`config.mk`:
```
export PLATFORM = sky130hd
export DESIGN_NAME = motor_timer_unit
export DESIGN_NICKNAME = d
export VERILOG_FILES = /design/src/rtl/motor_timer_unit.sv
export SDC_FILE = /design/constraint.sdc
export NUM_CORES = 1
export LEC_CHECK = 0
export CORE_MARGIN = 2
export CORE_UTILIZATION = 60
export DETAILED_ROUTE_END_ITERATION = 6
export DONT_BUFFER_PORTS = 1
export GPL_TIMING_DRIVEN = 0
export MAX_ROUTING_LAYER = met4
export PLACE_DENSITY_LB_ADDON = 0.15
export SKIP_CTS_REPAIR_TIMING = 1
export SLEW_MARGIN = 20
export SYNTH_ARGS = -nofsm -noshare
export SYNTH_HDL_FRONTEND = slang
export SYNTH_SLANG_ARGS = --single-unit
```
`constraint.sdc`:
```
create_clock -name clk -period 2.8 [get_ports clk]
set_clock_uncertainty 0.2 [all_clocks]
set_input_delay 0.56 -clock clk [delete_from_list [all_inputs] [get_ports clk]]
set_output_delay 0.56 -clock clk [all_outputs]
set_load 0.1 [all_outputs]
```
`src/rtl/motor_timer_unit.sv`:
```
// -----------------------------------------------------------------------------
// motor_timer_unit
//
// Clocked replacement for the behavioural delay timers used by the motor and
// LED sequencing FSMs. There are two identical channels. Each one answers a
// level request with a level "done" exactly N clock cycles after the request
// is first sampled, where N = ticks * PRESCALE.
//
// Ports
//   clk    in   system clock, rising edge
//   reset  in   asynchronous active-low reset
//   req1   in   channel 1 request (EN1 | Timer1), level, long interval
//   req2   in   channel 2 request (EN2 | Timer2), level, short interval
//   stop   in   synchronous abort of both channels, level
//   done1  out  channel 1 interval elapsed, level
//   done2  out  channel 2 interval elapsed, level
//   busy1  out  channel 1 counting
//   busy2  out  channel 2 counting
//   exp1   out  one-cycle pulse on the cycle done1 rises
//   exp2   out  one-cycle pulse on the cycle done2 rises
// -----------------------------------------------------------------------------
module motor_timer_unit #(
    parameter int PRESCALE = 4,
    parameter int T1_TICKS = 10,
    parameter int T2_TICKS = 5,
    parameter int CNT_W    = 8
) (
    input  logic clk,
    input  logic reset,
    input  logic req1,
    input  logic req2,
    input  logic stop,
    output logic done1,
    output logic done2,
    output logic busy1,
    output logic busy2,
    output logic exp1,
    output logic exp2
);

    localparam int N1 = T1_TICKS * PRESCALE;
    localparam int N2 = T2_TICKS * PRESCALE;

    // Refuse to build a timer whose counter cannot hold the interval.
    generate
        if (PRESCALE < 1 || T1_TICKS < 1 || T2_TICKS < 1 ||
            (2 ** CNT_W) <= N1 || (2 ** CNT_W) <= N2) begin : g_bad_params
            $error("motor_timer_unit: illegal PRESCALE/T*_TICKS/CNT_W combination");
        end
    endgenerate

    typedef enum logic [1:0] {
        ST_IDLE = 2'd0,
        ST_RUN  = 2'd1,
        ST_DONE = 2'd2
    } state_t;

    logic [1:0] req_vec;
    logic [1:0] done_vec;
    logic [1:0] busy_vec;
    logic [1:0] exp_vec;

    assign req_vec = {req2, req1};

    genvar gi;
    generate
        for (gi = 0; gi < 2; gi++) begin : g_chan
            localparam int N = (gi == 0) ? N1 : N2;
            // The prescaler and tick count are folded into one down-counter
            // that is loaded at RUN entry, so the interval always starts from
            // the sampling edge rather than from some shared tick phase.
            localparam logic [CNT_W-1:0] LOAD = CNT_W'(N - 1);

            state_t           state_reg, state_next;
            logic [CNT_W-1:0] cnt_reg, cnt_next;
            logic             exp_reg, exp_next;
            logic             done_c, busy_c, exp_c;

            // State register
            always_ff @(posedge clk or negedge reset) begin
                if (!reset) begin
                    state_reg <= ST_IDLE;
                    cnt_reg   <= '0;
                    exp_reg   <= 1'b0;
                end else begin
                    state_reg <= state_next;
                    cnt_reg   <= cnt_next;
                    exp_reg   <= exp_next;
                end
            end

            // Next-state logic. stop wins over both request and expiry.
            always_comb begin
                state_next = state_reg;
                cnt_next   = cnt_reg;
                exp_next   = 1'b0;
                if (stop) begin
                    state_next = ST_IDLE;
                    cnt_next   = '0;
                end else begin
                    unique case (state_reg)
                        ST_IDLE: begin
                            if (req_vec[gi]) begin
                                state_next = ST_RUN;
                                cnt_next   = LOAD;
                            end
                        end
                        ST_RUN: begin
                            if (!req_vec[gi]) begin
                                state_next = ST_IDLE;
                                cnt_next   = '0;
                            end else if (cnt_reg == '0) begin
                                state_next = ST_DONE;
                                exp_next   = 1'b1;
                            end else begin
                                cnt_next = cnt_reg - CNT_W'(1);
                            end
                        end
                        ST_DONE: begin
                            if (!req_vec[gi]) begin
                                state_next = ST_IDLE;
                            end
                        end
                        default: begin
                            state_next = ST_IDLE;
                            cnt_next   = '0;
                        end
                    endcase
                end
            end

            // Outputs decode registered state only.
            always_comb begin
                done_c = (state_reg == ST_DONE);
                busy_c = (state_reg == ST_RUN);
                exp_c  = exp_reg;
            end

            assign done_vec[gi] = done_c;
            assign busy_vec[gi] = busy_c;
            assign exp_vec[gi]  = exp_c;
        end
    endgenerate

    assign done1 = done_vec[0];
    assign done2 = done_vec[1];
    assign busy1 = busy_vec[0];
    assign busy2 = busy_vec[1];
    assign exp1  = exp_vec[0];
    assign exp2  = exp_vec[1];

endmodule

```
# Word-level counts from Yosys, hierarchy flattened
# Cells that the tools add are included.
[word_totals] ff_bits=22 inputBits=5 output_inout_bits=6 elab_cells=60
[op_classes] addsub=2 n_eq_ne=14 muxes=30 n_reduce_logical=8
[ops] op="two-way mux 8 bit" n=8
[ops] op="one-hot mux 8 bit (3 select lines)" n=2
[ops] op="two-way mux 2 bit" n=10
[ops] op="logical NOT 8 bit" n=2
[ops] op="subtractor 8 x 1 -> 8 bit (second input constant)" n=2
[ops] op="!= test 3 bit (second input constant)" n=4
[ops] op="one-hot mux 2 bit (3 select lines)" n=2
[ops] op="AND reduction 3 bit" n=4
[ops] op="two-way mux 1 bit" n=8
[ops] op="!= test 4 x 3 -> 1 bit (second input constant)" n=2
[ops] op="!= test 4 bit (second input constant)" n=2
[ops] op="== test 2 x 1 -> 1 bit (second input constant)" n=2
[ops] op="== test 2 bit (second input constant)" n=2
[ops] op="logical NOT 2 bit" n=2
[ops] op="!= test 2 bit (second input constant)" n=2

# Longest topological paths before layout
# Gate-level depths: netlist of the first run.
[depth] word_depth=5 ltp_mapped=7 mapped_depth_nobuf=6

# Least setup slack after synthesis of the first run
# No wires, ideal clock.
[synth_timing] path_type="flip-flop to flip-flop" startpoint="register g_chan[1].state_reg[0]" endpoint="register g_chan[1].cnt_reg[7]" setup_time_ns=0.138 arrival_ns=2.426 t_required_ns=2.462 setup_slack_ns=0.037 stages_incl_launch_ff=5 n_path_buf=0 synth_period_minus_slack_ns=2.763 cell_sequence="dfrtp_1 > nor2b_1 > and3b_1 > a21o_1 > a21oi_1"
[synth_between] elab_chain_cells=3
[synth_lines] element="from (decl)" line_no="74" text="state_t state_reg, state_next;"
[synth_lines] element="from (signal assigned)" line_no="86" text="state_reg <= state_next;"
[synth_lines] element="== test 2 x 1 -> 1 bit (*)"
[synth_lines] element="net busy2" line_no="36" text="output logic busy2,"
[synth_lines] element="!= test 4 bit (no line) or one-hot mux 8 bit (3 select lines) (tied branches)"
[synth_lines] element="AND reduction 3 bit (no line) or two-way mux 8 bit (tied branches)"
[synth_lines] element="to (signal assigned)" line_no="87" text="cnt_reg <= cnt_next;"
[synth_lines] element="to (decl)" line_no="75" text="logic [CNT_W-1:0] cnt_reg, cnt_next;"
# Mark *: on every way through the listed nets, which the timed path passes. The rest lies on a longest branch.
# A chain may end at the register's enable or synchronous reset.

# Worst setup path in the final report of the first run
[layout_timing] startpoint="register g_chan[0].cnt_reg[0]" endpoint="register g_chan[0].cnt_reg[2]"
[layout_between] elab_chain_cells=5
[layout_lines] element="from (decl)" line_no="75"
[layout_lines] element="from (signal assigned)" line_no="87"
[layout_lines] element="subtractor 8 x 1 -> 8 bit" line_no="116" text="cnt_next = cnt_reg - CNT_W'(1);"
[layout_lines] element="two-way mux 8 bit" line_no="112" text="end else if (cnt_reg == '0) begin"
[layout_lines] element="two-way mux 8 bit" line_no="109" text="if (!req_vec[gi]) begin"
[layout_lines] element="one-hot mux 8 bit (3 select lines)" line_no="101" text="unique case (state_reg)"
[layout_lines] element="two-way mux 8 bit" line_no="97" text="if (stop) begin"
# Parallel ways exist; a longest one is shown, timed or not. The select of a mux whose other input is x is not followed.

==> flow_summary.yaml, run 1 <==
run_status:
  status: "finished, final reports clean"
logic_synthesis:
  syn_nets: 149
  synthDominantCellAreaShare: 0.418
  synth-seq-cells: 22
  ys_top_cells_by_count: "dfrtp_1, nor3_1, a21oi_1, nand2_1"
  synth_flop_cell: "dfrtp_1"
  syn-instance-count: 140
  netlist_top_cells_area: "dfrtp_1, ha_1, nor3_1"
  synth-edff-count: 0
  synth.most_common_cell: "dfrtp_1"
  ys_types: 42
  synth_area_um2: 1320
  yosys.area.top_type: "dfrtp_1"
  async_reset_ff_frac: 1.00
  syn_avg_cell_area_um2: 9.41
  yosysWarnings: 0
  ys_seq_area_frac: 0.418
timing:
  hold_ws_ns: 0.179
  slew_violations: 0
  hold_viol: 0
  finalCritPeriodShare: 0.871
  timing.fmax_mhz: 410
  maxSlewHeadroom: 0.427
  grt_setup_unrepaired: "no"
  min_period_ns: 2.44
  worstMarginPinSlew_ns: 0.860
  setup_viol: 0
finish:
  fin_util: 0.768
  stdcell_count: 181
  drive_gt1_frac: 0.130
  fillers: 134
  area_growth_pct: 17.9
  final_nets: 164
  final_cell_area_um2: 1550
  largest_reg_flops: 16
  n_antenna_cell: 0
clock_tree:
  cts_tree: "done"
  clock-sinks: 22
  cts_buffers: 3
  clkTransAtPathRegs_ns: 0.13
  clk_path_buf_depth: 2
  root_buffer: "clkbuf_4"
  clk_latency_ns: 0.32
  cts.htree.levels: 1
placed_design:
  dpl_cell_area_um2: 1490
  dpl.hpwl_um: 2210
  place_inst: 175
  place.gp.congestion: 0.917
  port_buffers: 0
worst_setup_path:
  endpoint_kind: "register"
  cp.required_ns: 2.86
  crit_type: "reg -> reg"
  arrival_ns: 2.50
  worstSetupStartpointType: "register"
  cp_max_fo: 6
routing:
  ant_nets: 0
  drtPass1Iterations: 4
  avgRoutedWirePerCell_um: 16.8
  num_vias: 1185
  avgViaCountPerCell: 6.55
  drc: 0
  drt_first_iter_violations: 43
  routed_wl_um: 3050
grt:
  antenna_found_initial: 0
  grt_use_total: 0.268
  grt.overflow.total: 0
  grt_pass1_wl_um: 5020
  first_global_vias: 1108
  grt_max_degree: 23
floorplan:
  rows: 16
  die_h_um: 50.9
  io_pins: 11
  die-area_um2: 2590
  core-area_um2: 2020
  start_util: 0.652
  die_w_um: 50.9
power:
  power_uw: 904
  peakVddDrop_mv: 0.383
  power_leakage_nw: 0.678
  pwr_density_cell_nw_per_um2: 582
job:
  maxCapViolations: 0
hold_path:
  hold_path.class: "in -> reg"
worst paths after layout:
path                                 startpoint                      to  slack [ns]  depth (start not counted)
min                                        req2  g_chan[1].state_reg[1]        0.18                          1
max in group asynchronous                 reset    g_chan[0].cnt_reg[6]        1.82                          2
min in group asynchronous                 reset    g_chan[0].cnt_reg[4]        0.44                          2
max                        g_chan[0].cnt_reg[0]    g_chan[0].cnt_reg[2]        0.36                          7
max reg2reg                g_chan[0].cnt_reg[0]    g_chan[0].cnt_reg[2]        0.36                          7
min reg2reg                g_chan[0].cnt_reg[6]    g_chan[0].cnt_reg[6]        0.29                          1
kinds of logic after synthesis:
logic type,Yosys count,share of synthesized area
simple gates,57,0.255
flops,22,0.418
mux,3,0.0266
compound gates,42,0.222
xor+xnor,1,0.00665
buf+inv,11,0.0332
fa+ha+maj,4,0.0380
area by class of cell:
| cell class | instances | area, µm² | area share |
|---|---|---|---|
| sequential | 22 | 551 | 0.355 |
| clock buffer | 4 | 36.3 | 0.0234 |
| inverter | 7 | 26.3 | 0.0169 |
| tap | 27 | 33.8 | 0.0218 |
| timing repair buffer | 10 | 155 | 0.0999 |
| buffer | 4 | 17.5 | 0.0113 |
| multi-input combinational | 107 | 733 | 0.472 |
cell usage in the layout (no fill, tap or decap), drive strengths merged, types with 2 or more instances in the layout:
cell type and count:
inv 7, nor4 2, a22o 4, a31oi 7, nor2 5, nand2b 4
nand4bb 2, nor3 10, a211o 2, nand3 4, o21ai 9, mux2i 2
buf 11, and2 2, nand2 8, or3 6, nor3b 3, ha 4
o31ai 2, clkbuf 6, dfrtp 22, a21o 2, a2111oi 2, nor2b 7
a21oi 8
metal layers:
metal | part of all wire | track usage | routed length, µm | up-vias
met1 | 0.47 | 0.372 | 1430 | 567
met2 | 0.45 | 0.393 | 1390 | 55
li1 | - | - | - | 559
met3 | 0.058 | 0.0409 | 176 | 4
met4 | 0.018 | 0.122 | 55 | 0
met5 | 0 | - | 0 | -
worst max-delay path, stage by stage (launching register included):
cell and delay [ns]:
dfrtp_1 0.41, inv_1 0.10, ha_1 0.24, nor3b_1 0.17, and2_1 0.16, buf_2 0.16, a2111oi_0 0.68, a22o_1 0.27
report_power, final:
group          leakage (nW)  internal [mW]  switching (mW)
clock network        0.0210         0.0796           0.106
registers             0.292          0.356          0.0545
logic                 0.366          0.128           0.180
through the flow:
stage / TNS, ns / worst slack, ns
CTS: 0 / 0.414
finish: 0 / 0.362
global route: 0 / 0.231
global placement: -0.273 / -0.104
floorplan: 0 / 0.0367
detailed placement: 0 / 0.443
Power figures use the tool's default switching activity.
==> inputs of run 2 (changes only) <==
CORE_UTILIZATION = 54   (was 60)
==> run 2 against run 1 <==
Hold slack worse by 0.0082 ns; via count is 2.3% lower; largest power group unchanged; clock power hardly changed; first-iteration DRC count is 23% lower; die area is 10% higher; register-to-register slack better by 0.02 ns; non-clock buffer count stayed put.
==> flow_summary.yaml, run 2 (synthesis results as in run 1) <==
worst_setup_path:
  cp_max_fo: 6
  cp.required_ns: 2.86
  worstSetupStartpointType: "register"
  crit_type: "reg -> reg"
  arrival_ns: 2.48
  endpoint_kind: "register"
floorplan:
  rows: 17
  io_pins: 11
  die-area_um2: 2850
  die_w_um: 53.4
  core-area_um2: 2250
  die_h_um: 53.4
  start_util: 0.584
routing:
  drtPass1Iterations: 4
  num_vias: 1158
  avgViaCountPerCell: 6.36
  drc: 0
  routed_wl_um: 2860
  ant_nets: 0
  avgRoutedWirePerCell_um: 15.7
  drt_first_iter_violations: 33
timing:
  slew_violations: 0
  worstMarginPinSlew_ns: 0.859
  timing.fmax_mhz: 413
  min_period_ns: 2.42
  tns_ns: 0
  hold_viol: 0
  setup_viol: 0
  finalCritPeriodShare: 0.865
  hold_ws_ns: 0.171
  grt_setup_unrepaired: "no"
  maxSlewHeadroom: 0.427
finish:
  fillers: 200
  final_nets: 164
  final_cell_area_um2: 1550
  largest_reg_flops: 16
  area_growth_pct: 17.9
  layout_common_cells: "dfrtp_1, nor3_1, nand2_1, a21oi_1"
  fin_util: 0.689
  n_antenna_cell: 0
  final_common_cell: "dfrtp_1"
  drive_gt1_frac: 0.130
job:
  maxCapViolations: 0
placed_design:
  place.gp.congestion: 0.927
  dpl.hpwl_um: 2110
  port_buffers: 0
  dpl_cell_area_um2: 1490
clock_tree:
  clk_path_buf_depth: 2
  clkTransAtPathRegs_ns: 0.13
  root_buffer: "clkbuf_4"
  clock-sinks: 22
  cts_tree: "done"
  cts.htree.levels: 1
  cts_buffers: 3
  clk_latency_ns: 0.32
grt:
  grt.overflow.total: 0
  antenna_found_initial: 0
  grt_max_degree: 23
  first_global_vias: 1078
  grt_pass1_wl_um: 5000
  grt_use_total: 0.247
power:
  power_leakage_nw: 0.678
  pwr_density_cell_nw_per_um2: 578
  power_uw: 898
  peakVddDrop_mv: 0.331
run_status:
  status: "finished, final reports clean"
hold_path:
  hold_path.class: "in -> reg"
## run 2: cell counts in the layout (fill, tap and decap cells not counted)
Identical to the previous run, type by type.
## run 2: cell type report
class | count | area, µm² | area share
multi-input cells | 107 | 733 | 0.472
flip-flops and latches | 22 | 551 | 0.354
repair buffers | 10 | 155 | 0.0998
clock buffers | 4 | 36.3 | 0.0233
well taps | 28 | 35.0 | 0.0225
inverters | 7 | 26.3 | 0.0169
plain buffers | 4 | 17.5 | 0.0113
## run 2: layer usage
layer	track usage	wire length [µm]	vias up	share of wire
met5	-	0	-	0
met4	0.0855	45	0	0.016
met3	0.0311	140	7	0.049
met2	0.335	1260	42	0.44
met1	0.372	1410	548	0.49
li1	-	-	561	-
## run 2: per-stage QoR
stage	setup WS (ns)	instances
after floorplan	0.0367	140
after global placement	-0.117	168
after CTS	0.386	180
final	0.379	182
after global routing	0.186	182
after detailed placement	0.414	176
## run 2: critical path, cell delays in order, from the launching register on
cell and delay, ns:
dfrtp_1 0.41, inv_1 0.10, ha_1 0.22, nor3b_1 0.16, and2_1 0.16, buf_2 0.16
a2111oi_0 0.70, a22o_1 0.25
## run 2: report_power, final
| part | leakage (nW) | switching [mW] | internal, mW |
|---|---|---|---|
| combinational | 0.366 | 0.176 | 0.127 |
| sequential | 0.292 | 0.0558 | 0.356 |
| clock | 0.0210 | 0.104 | 0.0796 |
| total | 0.678 | 0.336 | 0.562 |
## run 2: path summary, 6_finish.rpt
kind / slack [ns] / from / endpoint / cells past startpoint
worst max-delay path: 0.38 / g_chan[0].cnt_reg[0] / g_chan[0].cnt_reg[2] / 7
worst min-delay path: 0.17 / req2 / g_chan[1].state_reg[1] / 1
worst max register to register: 0.38 / g_chan[0].cnt_reg[0] / g_chan[0].cnt_reg[2] / 7
worst min register to register: 0.30 / g_chan[0].cnt_reg[6] / g_chan[0].cnt_reg[6] / 1
max in group asynchronous: 1.82 / reset / g_chan[0].cnt_reg[7] / 2
min in group asynchronous: 0.44 / reset / g_chan[0].cnt_reg[4] / 2
